File: src/rtl/hamm_seq.sv
`default_nettype none
// ============================================================================
// hamm_seq : sequential Hamming weight / distance, K bits per clock
// Rev 1.0
// ============================================================================
module hamm_seq #(
   parameter int N = 32,
   parameter int K = 8,
   localparam int CW = $clog2(N + 1)
) (
   input  logic          clk,
   input  logic          rst_n,
   input  logic          start_i,
   input  logic          mode_i,
   input  logic [N-1:0]  a_i,
   input  logic [N-1:0]  b_i,
   output logic          busy_o,
   output logic          done_o,
   output logic [CW-1:0] count_o
);

   localparam int C   = N / K;
   localparam int CHW = (C > 1) ? $clog2(C) : 1;
   localparam int PW  = $clog2(K + 1);

   generate
      if ((N < 2) || (K < 1) || (K > N) || ((N % K) != 0)) begin : g_param_check
         $error("hamm_seq: need N >= 2, 1 <= K <= N and N divisible by K");
      end
   endgenerate

   typedef enum logic [1:0] {
      S_IDLE = 2'd0,
      S_RUN  = 2'd1,
      S_DONE = 2'd2
   } state_t;

   state_t         state_q, state_d;
   logic [N-1:0]   shift_q, shift_d;
   logic [CW-1:0]  acc_q, acc_d;
   logic [CW-1:0]  count_q, count_d;
   logic [CHW-1:0] chunk_q, chunk_d;
   logic [PW-1:0]  chunk_pop;
   logic [CW-1:0]  sum;
   logic           last_chunk;

   // Popcount of the K low bits of the shift register; the only adder tree.
   always_comb begin
      chunk_pop = '0;
      for (int i = 0; i < K; i++) begin
         chunk_pop = chunk_pop + PW'(shift_q[i]);
      end
   end

   assign sum        = acc_q + CW'(chunk_pop);
   assign last_chunk = (chunk_q == CHW'(C - 1));

   always_comb begin
      state_d = state_q;
      shift_d = shift_q;
      acc_d   = acc_q;
      chunk_d = chunk_q;
      count_d = count_q;
      case (state_q)
         S_RUN: begin
            acc_d   = sum;
            shift_d = shift_q >> K;
            chunk_d = chunk_q + 1'b1;
            if (last_chunk) begin
               count_d = sum;
               state_d = S_DONE;
            end
         end
         default: begin
            // IDLE and DONE both accept a new request (DONE gives back-to-back).
            if (start_i) begin
               shift_d = a_i ^ (mode_i ? b_i : '0);
               acc_d   = '0;
               chunk_d = '0;
               state_d = S_RUN;
            end else begin
               state_d = S_IDLE;
            end
         end
      endcase
   end

   always_ff @(posedge clk or negedge rst_n) begin
      if (!rst_n) begin
         state_q <= S_IDLE;
         shift_q <= '0;
         acc_q   <= '0;
         chunk_q <= '0;
         count_q <= '0;
      end else begin
         state_q <= state_d;
         shift_q <= shift_d;
         acc_q   <= acc_d;
         chunk_q <= chunk_d;
         count_q <= count_d;
      end
   end

   assign busy_o  = (state_q == S_RUN);
   assign done_o  = (state_q == S_DONE);
   assign count_o = count_q;

endmodule
`default_nettype wire

File: config.mk
export PLATFORM = sky130hd
export DESIGN_NAME = hamm_seq
export DESIGN_NICKNAME = d
export VERILOG_FILES = /design/src/rtl/hamm_seq.sv
export SDC_FILE = /design/constraint.sdc
export NUM_CORES = 1
export LEC_CHECK = 0
export ABC_CLOCK_PERIOD_IN_PS = 4100
export CAP_MARGIN = 20
export CORE_MARGIN = 3
export CORE_UTILIZATION = 48
export CTS_CLUSTER_SIZE = 28
export DETAILED_ROUTE_END_ITERATION = 12
export PLACE_DENSITY = 0.89
export SLEW_MARGIN = 5
export SYNTH_ARGS = -nofsm -noshare
export SYNTH_HDL_FRONTEND = slang
export SYNTH_SLANG_ARGS = --single-unit
File: constraint.sdc
create_clock -name clk -period 4.1 [get_ports clk]
set_input_delay 0.82 -clock clk [delete_from_list [all_inputs] [get_ports clk]]
set_output_delay 0.82 -clock clk [all_outputs]
set_load 0.01 [all_outputs]
==> metrics.cfg <==
[finish]
syn_to_final_growth_pct = 33.30
final_util = 0.6861
post_route_standard_cell_area_excluding_fillers_um2 = 3616
nNetsFinal = 442
n_antenna_cell = 0
share_of_final_layout_standard_cells_stronger_than_drive_strength_1 = 0.04959

[sta]
grt_setup_unrepaired = no
layout_worst_path_cycle_share = 0.8493
max_freq_mhz = 287.2
timing.final.hold_violations = 0
hold-worst-slack_ns = 0.4380
slew-limit-headroom = 0.2990
max_slew.worst_pin.slew_ns = 1.052
maxSlewViolCount = 0
timing.final.crit_period_ns = 3.482
tns_setup_ns = 0
finalSetupViolCount = 0
fin_worst_skew_ns = 0.005078

[floorplanning]
die_h_um = 81.18
initial_utilization = 0.5147
num_io_pins = 76
fp-row-count = 26
die_w_um = 81.18
floorplan.die_area_um2 = 6589
core-area_um2 = 5270

[logic_synthesis]
post-synth-top-count-cell = dfrtp_1
async_flop_share = 1.000
postSynthNetCount = 375
syn-instance-count = 295
number_of_synthesized_flops_with_an_enable_pin = 0
yosys.area.top_type_share = 0.4428
ys_ff_latch = 48
syn_area_um2 = 2713
yosysSeqAreaShare = 0.4428
post_synth_main_area_contributors = dfrtp_1 44%, xor2_1 11%, a21o_1 6.6%
ys.warnings.count = 0
synthesis.area_per_instance_um2 = 9.195
netlist.top_cell.by_area = dfrtp_1
synth_cell_types = 25
post_synth_most_frequent_cells = 48 x dfrtp_1, 43 x nand2_1, 35 x o21ai_0, 33 x xor2_1, 27 x a21oi_1
synth_top_flop_cell = dfrtp_1

[power_and_ir_drop]
p_switching_mw = 1.017
clkPwrFrac = 0.139
seq_power_share = 0.320
vdd.ir_drop.worst_uv = 353.1
netSwitchingFraction = 0.4058
combPwrFrac = 0.541
p_leak_nw = 1.731
cellInternalPower_mw = 1.489
pwr_density_cell_nw_per_um2 = 693.1

[clock_network]
cts_max_level = 2
number_of_sinks_driven_by_the_clock_tree = 48
clock_tree.root_cell = clkbuf_8
clock_tree_from_tritoncts = done
cts.repair_timing.setup_buffer_count = 0
cts.path.max_buffers = 2
post_cts_resize_count = 0
cts.clk_slew.worst_paths_ns = 0.09
clock_insertion_delay_worst_skew_ns = 0.30
ctsHoldBuffers = 0
numCtsBuffers = 5

[setup_path]
critical_path.top_delay_family = adder cells
arrival_ns = 3.66
critical_path_class = reg -> reg
r2r_slack_ns = 0.62
cp-end-kind = flop
timing.critical_path.fanout_max = 3
cp.buffers_inverters = 1
crit_path_max_incr_delay_ns = 0.54
cp_cell_sequence = fa_1, inv_1, fa_1, fa_1, fa_1, fa_1, nand2b_1, a21oi_1, or2_2, a31oi_1
critPathMostFrequentCell = fa_1
endpoint_required_time_on_the_critical_path_ns = 4.28
setup.worst_path.start_class = flop
slowest_stage = fa_1

[routing]
drt_pass1_iterations = 4
postRouteWirelength_um = 6172
num_vias = 2303
detail_route.wl_per_cell_um = 14.25
drc = 0
vias_per_cell = 5.319
drtAntennaViolNets = 0
drt-initial-drc-count = 191

[global_route]
grt_antenna_before_repair = 0
wire_length_of_the_first_global_routing_pass_um = 10050
grt-ovfl-total = 0
track_usage = 0.1953
pin_count_of_the_biggest_net_entering_global_routing = 71
grt_pass1_vias = 2263

[job]
cap_viol_max_count = 0

[run_status]
outcome = completed

[placed_design]
dpl_cell_area_um2 = 3481
post-dp-hpwl_um = 4355
port_buffers = 75
globalplace.congestion = 0.7657

[hold_path]
min-delay-path-class = in -> async

-- registers in the layout (all words and copies together) (netlist names) --
register	count
count_o	6
chunk_q	2
acc_q	6
state_q	2
shift_q	32
-- cell families after synthesis --
kind of cell	after synthesis	share of synthesized area
compound gates	98	0.2149
xor+xnor	35	0.1130
fa+ha+maj	12	0.06919
buf+inv	33	0.04982
flops	48	0.4428
simple gates	69	0.1102
-- cells in the final DEF (no fill, tap or decap), types with 5 or more instances in the layout --
cell / n
clkbuf_8: 5
inv_1: 14
fa_1: 5
a21o_1: 24
dfrtp_1: 48
nand2_1: 43
clkdlybuf4s50_1: 73
a211oi_1: 9
nor2_1: 13
o21ai_0: 35
ha_1: 7
xor2_1: 33
a21oi_1: 27
-- per-stage QoR --
stage                     worst slack, ns  cells  power [mW]
final                              0.6180    433       2.506
after global routing               0.5363    433       2.717
after CTS                          0.6291    432       2.511
after detailed placement           0.6449    424       2.147
after global placement             0.6955    424       2.030
after floorplan                    0.7858    295       1.731
-- layout make-up --
type                       count  area (um2)
fill                         433        1654
multi-input combinational    214        1376
sequential                    48        1201
timing repair buffer          79       783.3
tap                           70       87.58
clock buffer                   5       68.82
inverter                      14       52.55
clock inverter                 3       46.29
-- power by group through the flow --
stage / Combinational [mW] / Clock [mW] / Sequential, mW
floorplan: 0.942 / 0 / 0.788
global placement: 1.24 / 0 / 0.795
detailed placement: 1.34 / 0 / 0.807
CTS: 1.36 / 0.354 / 0.798
global route: 1.52 / 0.377 / 0.824
finish: 1.36 / 0.350 / 0.801
-- worst register-to-register path: stages (launching register included) --
cell,delay [ns]
dfrtp_1,0.41
fa_1,0.54
inv_1,0.05
fa_1,0.49
fa_1,0.43
fa_1,0.41
fa_1,0.41
nand2b_1,0.16
a21oi_1,0.23
or2_2,0.16
a31oi_1,0.08
-- path summary, 6_finish.rpt --
path,startpoint,to,cells after the start
max,shift_q[0]$_DFFE_PN0P_,acc_q[4]$_DFFE_PN0P_,10
min,rst_n,count_o[5]$_DFFE_PN0P_,1
max reg2reg,shift_q[0]$_DFFE_PN0P_,acc_q[4]$_DFFE_PN0P_,10
min reg2reg,shift_q[11]$_DFFE_PN0P_,shift_q[3]$_DFFE_PN0P_,1
max in group asynchronous,rst_n,shift_q[22]$_DFFE_PN0P_,2
min in group clk,shift_q[11]$_DFFE_PN0P_,shift_q[3]$_DFFE_PN0P_,1
-- metal layers --
layer	share of wire	track usage	wire (um)	up-vias
met5	0	0	0	-
met4	0.0099	0.05236	61	0
met3	0.063	0.04213	388	6
met2	0.50	0.3350	3082	68
met1	0.43	0.2496	2640	1102
li1	-	-	-	1127
Power figures use the tool's default switching activity.
